[src/rtl/vslc_scan_ctrl_if.sv]
// Bundles the VSLC scan controller's load stream, code-memory write port,
// core handshake and field I/O so the controller and its neighbours share one port.
interface vslc_scan_ctrl_if #(
    parameter int PROG_AW = 8,
    parameter int TMR_W   = 16
);
    logic               load_mode;
    logic               ld_valid;
    logic [3:0]         ld_nibble;
    logic               ld_ready;
    logic               mem_we;
    logic [PROG_AW-1:0] mem_addr;
    logic [3:0]         mem_wdata;
    logic [PROG_AW:0]   prog_len;
    logic [TMR_W-1:0]   scan_period;
    logic               core_start;
    logic               core_done;
    logic [7:0]         in_pins;
    logic [7:0]         in_snap;
    logic [7:0]         core_out;
    logic [7:0]         out_pins;
    logic [7:0]         scan_cnt;
    logic               overrun;
    logic               fault;
    logic [1:0]         state;

    // Environment side: loader, core and field wiring.
    modport master (
        output load_mode, ld_valid, ld_nibble, scan_period, core_done, in_pins, core_out,
        input  ld_ready, mem_we, mem_addr, mem_wdata, prog_len, core_start,
               in_snap, out_pins, scan_cnt, overrun, fault, state
    );

    // Controller side.
    modport slave (
        input  load_mode, ld_valid, ld_nibble, scan_period, core_done, in_pins, core_out,
        output ld_ready, mem_we, mem_addr, mem_wdata, prog_len, core_start,
               in_snap, out_pins, scan_cnt, overrun, fault, state
    );
endinterface

[src/rtl/vslc_scan_ctrl.sv]
// vslc_scan_ctrl: loads the VSLC core's nibble code memory and sequences
// fixed-period scans with input snapshot, atomic output commit, period-overrun
// flag and a watchdog that forces outputs safe.
//
// state | meaning
// IDLE  | no scan active; waits for a load request or a runnable program
// LOAD  | accepting code nibbles into the code memory
// RUN   | core executing; scan timer and watchdog running
// WAIT  | outputs committed; holding until the next scan period begins
module vslc_scan_ctrl #(
    parameter int PROG_AW  = 8,
    parameter int TMR_W    = 16,
    parameter int WDOG_CYC = 1024
) (
    input logic             clk,
    input logic             rst_n,
    vslc_scan_ctrl_if.slave bus
);
    typedef enum logic [1:0] {
        ST_IDLE = 2'd0,
        ST_LOAD = 2'd1,
        ST_RUN  = 2'd2,
        ST_WAIT = 2'd3
    } state_t;

    localparam logic [TMR_W-1:0] TMR_MAX   = '1;
    localparam logic [TMR_W-1:0] WDOG_LAST = TMR_W'(WDOG_CYC - 1);

    state_t             st;
    logic [PROG_AW:0]   wr_ptr;
    logic [PROG_AW:0]   prog_len_q;
    logic [TMR_W-1:0]   timer;
    logic               core_start_q;
    logic [7:0]         in_snap_q;
    logic [7:0]         out_pins_q;
    logic [7:0]         scan_cnt_q;
    logic               overrun_q;
    logic               fault_q;

    logic               ld_ready_c;
    logic               accept;
    logic [TMR_W-1:0]   timer_next;
    logic               period_reached;
    logic               period_overrun;
    logic               wdog_hit;

    // The top pointer bit set means the code memory is full, so stop accepting.
    assign ld_ready_c = (st == ST_LOAD) && !wr_ptr[PROG_AW];
    assign accept     = ld_ready_c && bus.ld_valid;

    // Scan timer saturates rather than wrapping so a long WAIT never looks early.
    assign timer_next     = (timer == TMR_MAX) ? timer : timer + TMR_W'(1);
    // The next scan starts on the edge where timer reaches period-1, giving exact spacing.
    assign period_reached = (bus.scan_period == '0) || (timer >= bus.scan_period - TMR_W'(1));
    assign period_overrun = (bus.scan_period != '0) && (timer >= bus.scan_period);
    assign wdog_hit       = (timer == WDOG_LAST);

    assign bus.ld_ready   = ld_ready_c;
    assign bus.mem_we     = accept;
    assign bus.mem_addr   = wr_ptr[PROG_AW-1:0];
    assign bus.mem_wdata  = bus.ld_nibble;
    assign bus.prog_len   = prog_len_q;
    assign bus.core_start = core_start_q;
    assign bus.in_snap    = in_snap_q;
    assign bus.out_pins   = out_pins_q;
    assign bus.scan_cnt   = scan_cnt_q;
    assign bus.overrun    = overrun_q;
    assign bus.fault      = fault_q;
    assign bus.state      = st;

    // Scan sequencer: state, load pointer, timer and all registered outputs.
    always_ff @(posedge clk) begin
        if (!rst_n) begin
            st           <= ST_IDLE;
            wr_ptr       <= '0;
            prog_len_q   <= '0;
            timer        <= '0;
            core_start_q <= 1'b0;
            in_snap_q    <= '0;
            out_pins_q   <= '0;
            scan_cnt_q   <= '0;
            overrun_q    <= 1'b0;
            fault_q      <= 1'b0;
        end else begin
            core_start_q <= 1'b0;
            case (st)
                ST_IDLE: begin
                    if (bus.load_mode) begin
                        st        <= ST_LOAD;
                        wr_ptr    <= '0;
                        fault_q   <= 1'b0;
                        overrun_q <= 1'b0;
                    end else if ((prog_len_q != '0) && !fault_q) begin
                        st           <= ST_RUN;
                        core_start_q <= 1'b1;
                        in_snap_q    <= bus.in_pins;
                        timer        <= '0;
                    end
                end
                ST_LOAD: begin
                    if (accept) begin
                        wr_ptr <= wr_ptr + (PROG_AW+1)'(1);
                    end
                    // A nibble taken on the closing cycle still counts toward the length.
                    if (!bus.load_mode) begin
                        prog_len_q <= wr_ptr + (PROG_AW+1)'(accept);
                        st         <= ST_IDLE;
                    end
                end
                ST_RUN: begin
                    timer <= timer_next;
                    // Priority: load abort, then completion, then watchdog.
                    if (bus.load_mode) begin
                        out_pins_q <= '0;
                        st         <= ST_LOAD;
                        wr_ptr     <= '0;
                        fault_q    <= 1'b0;
                        overrun_q  <= 1'b0;
                    end else if (bus.core_done) begin
                        out_pins_q <= bus.core_out;
                        scan_cnt_q <= scan_cnt_q + 8'd1;
                        if (period_overrun) begin
                            overrun_q <= 1'b1;
                        end
                        st <= ST_WAIT;
                    end else if (wdog_hit) begin
                        fault_q    <= 1'b1;
                        out_pins_q <= '0;
                        st         <= ST_IDLE;
                    end
                end
                ST_WAIT: begin
                    timer <= timer_next;
                    if (bus.load_mode) begin
                        st        <= ST_LOAD;
                        wr_ptr    <= '0;
                        fault_q   <= 1'b0;
                        overrun_q <= 1'b0;
                    end else if (period_reached) begin
                        st           <= ST_RUN;
                        core_start_q <= 1'b1;
                        in_snap_q    <= bus.in_pins;
                        timer        <= '0;
                    end
                end
                default: st <= ST_IDLE;
            endcase
        end
    end
endmodule

[src/flat_wrapper.sv]
// flat-port wrapper written by rule: the top's interface ports become plain ports
module vslc_scan_ctrl_flat 
#(
    parameter int PROG_AW  = 8,
    parameter int TMR_W    = 16,
    parameter int WDOG_CYC = 1024
)
  (clk, rst_n, bus_load_mode, bus_ld_valid, bus_ld_nibble, bus_scan_period, bus_core_done, bus_in_pins, bus_core_out, bus_ld_ready, bus_mem_we, bus_mem_addr, bus_mem_wdata, bus_prog_len, bus_core_start, bus_in_snap, bus_out_pins, bus_scan_cnt, bus_overrun, bus_fault, bus_state);
  vslc_scan_ctrl_if #(.PROG_AW(PROG_AW), .TMR_W(TMR_W)) bus_i ();
  input logic clk;
  input logic rst_n;
  input wire logic [$bits(bus_i.load_mode)-1:0] bus_load_mode;
  input wire logic [$bits(bus_i.ld_valid)-1:0] bus_ld_valid;
  input wire logic [$bits(bus_i.ld_nibble)-1:0] bus_ld_nibble;
  input wire logic [$bits(bus_i.scan_period)-1:0] bus_scan_period;
  input wire logic [$bits(bus_i.core_done)-1:0] bus_core_done;
  input wire logic [$bits(bus_i.in_pins)-1:0] bus_in_pins;
  input wire logic [$bits(bus_i.core_out)-1:0] bus_core_out;
  output wire logic [$bits(bus_i.ld_ready)-1:0] bus_ld_ready;
  output wire logic [$bits(bus_i.mem_we)-1:0] bus_mem_we;
  output wire logic [$bits(bus_i.mem_addr)-1:0] bus_mem_addr;
  output wire logic [$bits(bus_i.mem_wdata)-1:0] bus_mem_wdata;
  output wire logic [$bits(bus_i.prog_len)-1:0] bus_prog_len;
  output wire logic [$bits(bus_i.core_start)-1:0] bus_core_start;
  output wire logic [$bits(bus_i.in_snap)-1:0] bus_in_snap;
  output wire logic [$bits(bus_i.out_pins)-1:0] bus_out_pins;
  output wire logic [$bits(bus_i.scan_cnt)-1:0] bus_scan_cnt;
  output wire logic [$bits(bus_i.overrun)-1:0] bus_overrun;
  output wire logic [$bits(bus_i.fault)-1:0] bus_fault;
  output wire logic [$bits(bus_i.state)-1:0] bus_state;
  assign bus_i.load_mode = bus_load_mode;
  assign bus_i.ld_valid = bus_ld_valid;
  assign bus_i.ld_nibble = bus_ld_nibble;
  assign bus_i.scan_period = bus_scan_period;
  assign bus_i.core_done = bus_core_done;
  assign bus_i.in_pins = bus_in_pins;
  assign bus_i.core_out = bus_core_out;
  assign bus_ld_ready = bus_i.ld_ready;
  assign bus_mem_we = bus_i.mem_we;
  assign bus_mem_addr = bus_i.mem_addr;
  assign bus_mem_wdata = bus_i.mem_wdata;
  assign bus_prog_len = bus_i.prog_len;
  assign bus_core_start = bus_i.core_start;
  assign bus_in_snap = bus_i.in_snap;
  assign bus_out_pins = bus_i.out_pins;
  assign bus_scan_cnt = bus_i.scan_cnt;
  assign bus_overrun = bus_i.overrun;
  assign bus_fault = bus_i.fault;
  assign bus_state = bus_i.state;
  vslc_scan_ctrl #(.PROG_AW(PROG_AW), .TMR_W(TMR_W), .WDOG_CYC(WDOG_CYC)) u_core (.clk(clk), .rst_n(rst_n), .bus(bus_i));
endmodule
[config.mk]
export PLATFORM = sky130hd
export DESIGN_NAME = vslc_scan_ctrl_flat
export DESIGN_NICKNAME = d
export VERILOG_FILES = /design/src/rtl/vslc_scan_ctrl_if.sv /design/src/rtl/vslc_scan_ctrl.sv /design/src/flat_wrapper.sv
export SDC_FILE = /design/constraint.sdc
export NUM_CORES = 1
export LEC_CHECK = 0
export BUFFER_PORTS_ARGS = -buffer_cell sky130_fd_sc_hd__buf_4
export CORE_ASPECT_RATIO = 1.75
export CORE_MARGIN = 3
export CORE_UTILIZATION = 25
export CTS_CLUSTER_SIZE = 40
export DETAILED_ROUTE_END_ITERATION = 7
export GPL_TIMING_DRIVEN = 0
export PLACE_DENSITY = 0.48
export SLEW_MARGIN = 20
export SYNTH_ARGS = -nofsm -noshare
export SYNTH_HDL_FRONTEND = slang
export SYNTH_SLANG_ARGS = --single-unit
export TNS_END_PERCENT = 5
[constraint.sdc]
create_clock -name clk -period 5.1 [get_ports clk]
set_input_delay 0.51 -clock clk [delete_from_list [all_inputs] [get_ports clk]]
set_output_delay 0.51 -clock clk [all_outputs]
set_load 0.01 [all_outputs]
==> flow_metrics.env, run 1 <==
export IMPL_status="finished, final reports clean"
export IMPL_synth_top_cell_area_share_pct=29.8
export IMPL_max_vdd_ir_drop_uv=152
export IMPL_cpPeakStageDelay_ns=0.59
export IMPL_path_depth=15
export IMPL_clock_path_buffers=2
export IMPL_synth_edf_count=0
export IMPL_syn_instance_count=510
export IMPL_grt_overflow_total=0
export IMPL_ant_nets=0
export IMPL_fin_nets=692
export IMPL_yosys_register_bits=63
export IMPL_tightestPinTransition_ns=0.897
export IMPL_drt_pass1_iterations=4
export IMPL_timing_setup_tns_ns=0
export IMPL_ys_types=53
export IMPL_worstSkewPairLatency_ns=0.33
export IMPL_rows=62
export IMPL_setup_viol=0
export IMPL_holdPathStages=3
export IMPL_grt_pass1_vias=4086
export IMPL_required_ns=5.30
export IMPL_maxSlewHeadroom_pct=39.7
export IMPL_htreeDepth=3
export IMPL_synth_largest_area_cell="dfxtp_1"
export IMPL_drt_total_wl_um=12300
export IMPL_final_common_cell="buf_4"
export IMPL_grt_start_max_net_pins=13
export IMPL_post_route_drc_count=0
export IMPL_crit_path_end_kind="register"
export IMPL_crit_chain="buf_4 > nor4_2 > nand2_1 > nor3_1 > and3_1 > xnor2_1 > ha_1 > and4_4 > nand2_1 > o41a_1 > and4_4 > buf_6 > o41ai_2 > clkbuf_1 > nor2_1"
export IMPL_cts_tree="done"
export IMPL_ys_flop_type="dfxtp_1"
export IMPL_num_io_pins=93
export IMPL_leakagePower_nw=2.36
export IMPL_fin_crit_sh_pct=81.4
export IMPL_min_path_type="in2reg"
export IMPL_die_width_um=104
export IMPL_vias_per_cell=4.79
export IMPL_num_antenna_cells=0
export IMPL_clockRootBuffer="clkbuf_16"
export IMPL_most_common_layout_cells="buf_4, dfxtp_1, nand2_1, ha_1, nand3_1"
export IMPL_via_count=4004
export IMPL_timing_fmax_mhz=241
export IMPL_start_util_pct=25.6
export IMPL_slew_violations=0
export IMPL_synth_seq_area_share_pct=29.8
export IMPL_post_dp_hpwl_um=9910
export IMPL_crit_buf_inv=3
export IMPL_grt_pass1_wl_um=19900
export IMPL_fin_skew_ns=0.00839
export IMPL_synth_async_reset_ratio_pct=0
export IMPL_syn2layout_area_growth_pct=29.7
export IMPL_postCtsSetupBuffers=0
export IMPL_routabilityCongestion=0.839
export IMPL_cp_start_kind="input port"
export IMPL_dieHeight_um=178
export IMPL_path_clk_slew_ns=0.06
export IMPL_numPortBuffers=86
export IMPL_slowest_stage="o41ai_2"
export IMPL_hold_buffers=0
export IMPL_post_route_cells_drive_above_1_share_pct=20.1
export IMPL_worst_path_max_fanout=10
export IMPL_die_area_mm2=0.0186
export IMPL_n_fill_cell=1761
export IMPL_synth_avg_cell_area_um2=8.31
export IMPL_yosys_warnings=0
export IMPL_crit_type="in2reg"
export IMPL_postCtsResizedCells=0
export IMPL_coreArea_mm2=0.0165
export IMPL_hold_slack_ns=0.401
export IMPL_drt_iter0_drc=123
export IMPL_wire_per_inst_um=14.7
export IMPL_ff2ff_path_depth=9
export IMPL_crit_arrival_ns=4.35
export IMPL_period_needed_ns=4.15
export IMPL_hold_violations=0
export IMPL_rsz0062_at_grt="no"
export IMPL_cts_buffers=9
export IMPL_grt_total_usage_pct=13.3
export IMPL_cp_top_family="simple AND/OR/NAND/NOR gates"
export IMPL_powerDensity_mw_per_mm2=345
export IMPL_antenna_found_initial=0
export IMPL_cts_sinks=63
export IMPL_netlist_area_mm2=0.00424
export IMPL_yosys_top_cells_area="dfxtp_1, ha_1, xnor2_1, nand2_1, nand3_1"
export IMPL_syn_nets=595
export IMPL_max_cap_viol_count=0
[final timing paths]
check | start | endpoint | slack (ns)
max | bus_scan_period[4] | u_core.timer[5] | 0.95
min | bus_core_out[0] | u_core.bus.out_pins[0] | 0.40
max reg2reg | u_core.timer[11] | u_core.timer[5] | 1.99
min reg2reg | u_core.bus.out_pins[0] | u_core.bus.out_pins[0] | 0.46
[layer usage]
| layer | wire length [um] | up-vias | track usage [%] |
|---|---|---|---|
| li1 | - | 2008 | - |
| met1 | 4770 | 1882 | 13.4 |
| met2 | 6690 | 93 | 25.8 |
| met3 | 527 | 21 | 3.08 |
| met4 | 279 | 0 | 5.82 |
| met5 | 0 | - | 0 |
[sequential cells by signal (all words and copies together), names as in the netlist]
| signal | count |
|---|---|
| u_core.timer | 16 |
| u_core.bus.prog_len | 9 |
| u_core.wr_ptr | 9 |
| u_core.bus.in_snap | 8 |
| u_core.bus.out_pins | 8 |
| u_core.bus.scan_cnt | 8 |
| u_core.bus.state | 2 |
| u_core.bus.core_start | 1 |
| u_core.bus.fault | 1 |
| u_core.bus.overrun | 1 |
[stage by stage]
stage	instance area, um^2	total power [W]	worst slack (ns)	util [%]	instances
2_1_floorplan	4240	0.000989	1.41	-	510
3_3_place_gp	5160	0.00122	0.645	31.3	820
3_5_place_dp	5160	0.00124	0.632	31.3	820
4_1_cts	5500	0.00193	0.956	33.3	836
5_1_grt	5500	0.00201	0.614	33.3	836
6_report	5500	0.00190	0.951	33.3	836
[synthesized netlist by cell type, drive strengths merged (13+ instances only)]
| cell type | n |
|---|---|
| dfxtp | 63 |
| nand2 | 51 |
| ha | 44 |
| nand3 | 37 |
| nor2 | 36 |
| xnor2 | 30 |
| inv | 23 |
| o21ai | 22 |
| clkbuf | 21 |
| a21oi | 13 |
| buf | 13 |
| mux2i | 13 |
| nand4 | 13 |
| nor4 | 13 |
[final cells by class]
| class | count | area (um^2) | area share (%) |
|---|---|---|---|
| Buffer | 34 | 180 | 3.28 |
| Clock buffer | 10 | 239 | 4.35 |
| Clock inverter | 6 | 92.6 | 1.68 |
| Inverter | 23 | 86.3 | 1.57 |
| Multi-Input combinational cell | 390 | 2710 | 49.3 |
| Sequential cell | 63 | 1260 | 23.0 |
| Tap cell | 224 | 280 | 5.10 |
| Timing Repair Buffer | 86 | 646 | 11.7 |
[report_power, final]
part	total [W]	switching [W]	internal, W	leakage [nW]
sequential	0.000588	0.0000416	0.000547	0.509
combinational	0.000630	0.000365	0.000265	1.70
clock	0.000678	0.000234	0.000443	0.155
total	0.00190	0.000641	0.00126	2.36
[cells by family (layout without fill, tap and decap cells)]
family | Yosys count | in the layout | synth area share (%)
compound gates | 83 | 83 | 14.1
xor+xnor | 39 | 39 | 8.06
fa+ha+maj | 44 | 44 | 13.0
buf+inv | 57 | 159 | 6.29
flops | 63 | 63 | 29.8
mux | 13 | 13 | 3.07
simple gates | 211 | 211 | 25.7
[worst register-to-register path, delay by kind of cell, from the launching register on]
family	cells	cell delay, ns
compound gates	2	0.96
fa+ha+maj	1	0.38
buf+inv	2	0.55
flops	1	0.43
simple gates	4	0.68
Power figures use the tool's default switching activity.
==> run 2: changes to the inputs <==
--- a/config.mk
+++ b/config.mk
@@ -12,7 +12,7 @@
 export CTS_CLUSTER_SIZE = 40
 export DETAILED_ROUTE_END_ITERATION = 7
 export GPL_TIMING_DRIVEN = 0
-export PLACE_DENSITY = 0.48
+export PLACE_DENSITY = 0.49
 export SLEW_MARGIN = 20
 export SYNTH_ARGS = -nofsm -noshare
 export SYNTH_HDL_FRONTEND = slang
==> constraint.sdc (replaced) <==
create_clock -name clk -period 3.6 [get_ports clk]
set_input_delay 0.36 -clock clk [delete_from_list [all_inputs] [get_ports clk]]
set_output_delay 0.36 -clock clk [all_outputs]
set_load 0.01 [all_outputs]
==> run 2 against run 1 <==
Compared with the run above: via count grew 0.57%; flip-flop and latch count unchanged; setup slack worse by 0.79 ns; non-clock buffer count increased by 3; clock power rose by 28%; cell count increased by 0.36%; first-iteration DRC count grew 15%; design area rose by 0.93%; utilization increased by 0.31 points.
==> flow_metrics.env, run 2 (synthesis gave the netlist of run 1 again) <==
export IMPL_met2WireLength_um=7020
export IMPL_antenna_found_initial=0
export IMPL_setup_viol=0
export IMPL_grt_total_usage_pct=13.4
export IMPL_rows=62
export IMPL_fin_area_mm2=0.00555
export IMPL_powerDensity_mw_per_mm2=484
export IMPL_routed_top_layer="met4"
export IMPL_num_io_pins=93
export IMPL_cp_start_kind="input port"
export IMPL_timing_fmax_mhz=291
export IMPL_leakagePower_nw=2.39
export IMPL_timing_setup_tns_ns=0
export IMPL_rsz0062_at_grt="no"
export IMPL_min_path_type="in2reg"
export IMPL_n_fill_cell=1772
export IMPL_ant_nets=0
export IMPL_largest_register_ffs=16
export IMPL_wire_per_inst_um=14.9
export IMPL_met3_length_um=444
export IMPL_fin_skew_ns=0.00516
export IMPL_wl_met1_um=4830
export IMPL_intPower_w=0.00177
export IMPL_post_route_cells_drive_above_1_share_pct=21.0
export IMPL_crit_type="in2reg"
export IMPL_dieHeight_um=178
export IMPL_p_sw_w=0.000917
export IMPL_routabilityCongestion=0.771
export IMPL_die_area_mm2=0.0186
export IMPL_tightestPinTransition_ns=0.903
export IMPL_htreeDepth=3
export IMPL_final_util_pct=33.6
export IMPL_dpl_instance_area_mm2=0.00516
export IMPL_clock_path_buffers=2
export IMPL_grt_pass1_vias=3979
export IMPL_grt_start_max_net_pins=12
export IMPL_regArea_mm2=0.00126
export IMPL_clock_power_share_pct=32.3
export IMPL_final_common_cell="buf_4"
export IMPL_cts_buffers=9
export IMPL_swShare_pct=34.2
export IMPL_worstSkewPairLatency_ns=0.33
export IMPL_drt_pass1_iterations=6
export IMPL_num_antenna_cells=0
export IMPL_drt_total_wl_um=12500
export IMPL_crit_arrival_ns=3.66
export IMPL_p_seq_share_pct=31.2
export IMPL_cp_top_family="simple AND/OR/NAND/NOR gates"
export IMPL_most_common_layout_cells="buf_4, dfxtp_1, nand2_1, ha_1, nand3_1"
export IMPL_grt_pass1_wl_um=20000
export IMPL_crit_buf_inv=3
export IMPL_cpPeakStageDelay_ns=0.42
export IMPL_period_needed_ns=3.44
export IMPL_cts_tree="done"
export IMPL_vias_per_cell=4.80
export IMPL_crit_chain="buf_4 > nor3_1 > nand2_1 > nor3_2 > and3_1 > xnor2_1 > ha_1 > and4_4 > nand2_1 > o41a_1 > and4_4 > buf_6 > o41ai_4 > clkbuf_8 > nor2_1"
export IMPL_crit_path_end_kind="register"
export IMPL_multiInputGateArea_mm2=0.00275
export IMPL_fin_nets=695
export IMPL_clockRootBuffer="clkbuf_16"
export IMPL_die_width_um=104
export IMPL_max_cap_viol_count=0
export IMPL_max_vdd_ir_drop_uv=222
export IMPL_syn2layout_area_growth_pct=30.9
export IMPL_maxSlewHeadroom_pct=39.3
export IMPL_post_dp_hpwl_um=9970
export IMPL_hold_slack_ns=0.258
export IMPL_r2r_slack_ns=0.88
export IMPL_comb_power_share_pct=36.4
export IMPL_hold_violations=0
export IMPL_regMostFlops="u_core.timer"
export IMPL_coreArea_mm2=0.0165
export IMPL_slowest_stage="o41a_1"
export IMPL_post_route_drc_count=0
export IMPL_start_util_pct=25.6
export IMPL_grt_overflow_total=0
export IMPL_fin_crit_sh_pct=95.5
export IMPL_slew_violations=0
export IMPL_path_clk_slew_ns=0.05
export IMPL_via_count=4027
export IMPL_status="finished, final reports clean"
export IMPL_worst_path_max_fanout=10
export IMPL_numPortBuffers=86
export IMPL_drt_iter0_drc=142
export IMPL_cts_sinks=63
export IMPL_required_ns=3.82
run 2: cell count changes in the layout (fill, tap and decap cells not counted), moves of 2 or more:
cell / before / now
buf_4: 98 / 100
clkinv_2: 0 / 2
clkinvlp_4: 2 / 0
nor4_1: 12 / 10
run 2: power groups by stage:
stage          combinational [W]  sequential (W)  clock [W]
2_1_floorplan           0.000531        0.000870          0
3_3_place_gp            0.000893        0.000851          0
3_5_place_dp            0.000904        0.000855          0
4_1_cts                 0.000974        0.000839   0.000895
5_1_grt                  0.00107        0.000848   0.000919
6_report                0.000977        0.000837   0.000868
run 2: worst paths after layout:
path	startpoint	to	depth (start not counted)
worst max-delay path	bus_scan_period[2]	u_core.timer[15]	15
worst min-delay path	bus_core_out[0]	u_core.bus.out_pins[0]	3
worst max register to register	u_core.timer[11]	u_core.timer[15]	9
worst min register to register	u_core.bus.in_snap[4]	u_core.bus.in_snap[4]	2
run 2: per-layer routing:
layer | track usage [%] | vias up
met4 | 4.44 | 0
met1 | 13.9 | 1915
met3 | 2.61 | 11
met5 | 0 | -
li1 | - | 2020
met2 | 26.5 | 81
run 2: area by class of cell:
cell class / count / share of cell area [%]
flip-flops and latches: 63 / 22.7
repair buffers: 89 / 12.3
multi-input cells: 390 / 49.5
clock inverters: 5 / 1.04
well taps: 224 / 5.05
inverters: 23 / 1.56
clock buffers: 11 / 4.38
plain buffers: 34 / 3.43
run 2: repair_timing:
action / CTS / global route
hold buffers: 0 / 0
gates resized for setup: 8 / 0
setup endpoints to repair: 22 / 10
pin swaps: 1 / 1
endpoints found under the hold margin: 0 / 0
setup buffers: 1 / 2
run 2: stage by stage:
step | power, W | setup slack, ns | std cells
6_report | 0.00268 | 0.163 | 839
5_1_grt | 0.00284 | 0.0143 | 839
4_1_cts | 0.00271 | 0.0469 | 837
3_5_place_dp | 0.00176 | -0.844 | 820
3_3_place_gp | 0.00174 | -0.827 | 820
2_1_floorplan | 0.00140 | 0.0601 | 510
run 2: worst register-to-register path, cell delays in order (launching register included):
cell and delay [ns]:
dfxtp_1 0.41, ha_1 0.37, and4_1 0.26, nand4_1 0.11, o41a_1 0.39, and4_4 0.21, buf_6 0.14, o41ai_4 0.42
clkbuf_8 0.26, nor2_1 0.06
==> run 3: changes to the inputs <==
--- a/config.mk
+++ b/config.mk
@@ -8,11 +8,11 @@
 export BUFFER_PORTS_ARGS = -buffer_cell sky130_fd_sc_hd__buf_4
 export CORE_ASPECT_RATIO = 1.75
 export CORE_MARGIN = 3
-export CORE_UTILIZATION = 25
+export CORE_UTILIZATION = 50
 export CTS_CLUSTER_SIZE = 40
 export DETAILED_ROUTE_END_ITERATION = 7
 export GPL_TIMING_DRIVEN = 0
-export PLACE_DENSITY = 0.49
+export PLACE_DENSITY = 0.82
 export SLEW_MARGIN = 20
 export SYNTH_ARGS = -nofsm -noshare
 export SYNTH_HDL_FRONTEND = slang
==> run 3 against run 2 <==
Compared with the run above: cell count fell by 16%; sequential share of layout area grew 0.75 points; clock power increased by 6.6%; critical endpoint is now u_core.timer[11].
==> flow_metrics.env, run 3 (synthesis gave the netlist of run 1 again) <==
export IMPL_routabilityCongestion=0.946
export IMPL_n_fill_cell=661
export IMPL_fin_nets=694
export IMPL_syn2layout_area_growth_pct=26.7
export IMPL_grt_pass1_vias=4023
export IMPL_post_dp_hpwl_um=8710
export IMPL_num_io_pins=93
export IMPL_rows=43
export IMPL_rsz0062_at_grt="no"
export IMPL_leakagePower_nw=2.38
export IMPL_grt_pass1_wl_um=17900
export IMPL_htreeDepth=3
export IMPL_grt_overflow_total=0
export IMPL_coreArea_mm2=0.00807
export IMPL_most_common_layout_cells="buf_4, dfxtp_1, nand2_1, ha_1, nand3_1"
export IMPL_grt_total_usage_pct=23.6
export IMPL_period_needed_ns=3.40
export IMPL_comb_power_share_pct=34.8
export IMPL_p_seq_share_pct=31.0
export IMPL_antenna_found_initial=0
export IMPL_required_ns=3.83
export IMPL_ant_nets=0
export IMPL_post_place_ws_ns=-0.688
export IMPL_grt_start_max_net_pins=13
export IMPL_clockRootBuffer="clkbuf_16"
export IMPL_post_route_cells_drive_above_1_share_pct=20.8
export IMPL_worstSkewPairLatency_ns=0.33
export IMPL_crit_arrival_ns=3.63
export IMPL_vias_per_cell=5.87
export IMPL_swShare_pct=34.1
export IMPL_fin_skew_ns=0.00488
export IMPL_post_route_drc_count=0
export IMPL_clock_power_share_pct=34.2
export IMPL_worst_path_max_fanout=10
export IMPL_final_common_cell="buf_4"
export IMPL_tightestPinTransition_ns=0.775
export IMPL_hold_violations=0
export IMPL_slew_violations=0
export IMPL_status="finished, final reports clean"
export IMPL_start_util_pct=52.5
export IMPL_crit_path_end_kind="register"
export IMPL_hold_slack_ns=0.249
export IMPL_clock_path_buffers=2
export IMPL_regMostFlops="u_core.timer"
export IMPL_drt_iter0_drc=206
export IMPL_wire_per_inst_um=16.3
export IMPL_drt_total_wl_um=11500
export IMPL_die_area_mm2=0.00966
export IMPL_p_sw_w=0.000921
export IMPL_powerDensity_mw_per_mm2=503
export IMPL_cts_tree="done"
export IMPL_fin_crit_sh_pct=94.6
export IMPL_cts_buffers=9
export IMPL_max_cap_viol_count=0
export IMPL_setup_viol=0
export IMPL_fin_ws_ns=0.195
export IMPL_via_count=4135
export IMPL_cp_start_kind="input port"
export IMPL_timing_fmax_mhz=294
export IMPL_path_clk_slew_ns=0.06
export IMPL_num_antenna_cells=0
export IMPL_cts_sinks=63
export IMPL_min_path_type="in2reg"
export IMPL_dieHeight_um=128
export IMPL_largest_register_ffs=16
export IMPL_drt_pass1_iterations=5
export IMPL_die_width_um=75.6
export IMPL_numPortBuffers=86
export IMPL_final_util_pct=66.5
export IMPL_max_vdd_ir_drop_uv=269
export IMPL_maxSlewHeadroom_pct=47.9
export IMPL_intPower_w=0.00178
export IMPL_crit_type="in2reg"
run 3: worst paths after layout:
| kind | end | cells after the start | slack, ns | start |
|---|---|---|---|---|
| worst max-delay path | u_core.timer[11] | 15 | 0.20 | bus_scan_period[0] |
| worst min-delay path | u_core.bus.out_pins[0] | 3 | 0.25 | bus_core_out[0] |
| worst max register to register | u_core.timer[13] | 10 | 0.80 | u_core.timer[0] |
| worst min register to register | u_core.bus.in_snap[5] | 2 | 0.46 | u_core.bus.in_snap[5] |
run 3: layout make-up:
| type | count | area (um^2) | area share, % |
|---|---|---|---|
| buffer | 34 | 184 | 3.43 |
| clock buffer | 9 | 225 | 4.19 |
| clock inverter | 7 | 97.6 | 1.82 |
| inverter | 23 | 86.3 | 1.61 |
| multi-input combinational | 390 | 2740 | 51.1 |
| sequential | 63 | 1260 | 23.5 |
| tap | 90 | 113 | 2.10 |
| timing repair buffer | 88 | 661 | 12.3 |
run 3: critical path: stages:
cell	delay, ns
buf_4	0.12
inv_1	0.10
ha_1	0.20
nand3_1	0.26
nor4_1	0.38
xnor2_1	0.12
ha_1	0.30
and4_4	0.25
nand2_1	0.06
o41a_1	0.41
and4_4	0.20
buf_6	0.14
o41ai_4	0.38
clkbuf_4	0.28
nor2_1	0.07
run 3: stage by stage:
stage / TNS (ns) / power (W) / cells / instance area [um^2]
2_1_floorplan: 0 / 0.00140 / 510 / 4240
3_3_place_gp: -10.86 / 0.00170 / 686 / 5000
3_5_place_dp: -12.51 / 0.00173 / 686 / 5000
4_1_cts: 0 / 0.00268 / 703 / 5350
5_1_grt: 0 / 0.00283 / 704 / 5370
6_report: 0 / 0.00270 / 704 / 5370
run 3: what timing repair did:
item / CTS / global route
endpoints found under the setup margin: 18 / 18
pin swaps: 1 / 1
hold buffers: 0 / 0
setup buffers: 1 / 1
gates resized for setup: 4 / 2
run 3: routing by layer:
layer / vias up / track usage [%] / part of all wire [%]
met5: - / 0 / 0
met3: 46 / 4.32 / 5.5
li1: 2008 / - / -
met4: 0 / 14.2 / 5.1
met1: 1920 / 23.6 / 37
met2: 161 / 42.9 / 53
run 3: power groups by stage:
| stage | Sequential (W) | Combinational (W) | Clock [W] |
|---|---|---|---|
| final | 0.000837 | 0.000941 | 0.000925 |
| after global routing | 0.000843 | 0.00102 | 0.000962 |
| after CTS | 0.000834 | 0.000919 | 0.000929 |
| after detailed placement | 0.000849 | 0.000878 | 0 |
| after global placement | 0.000845 | 0.000853 | 0 |
| after floorplan | 0.000870 | 0.000531 | 0 |
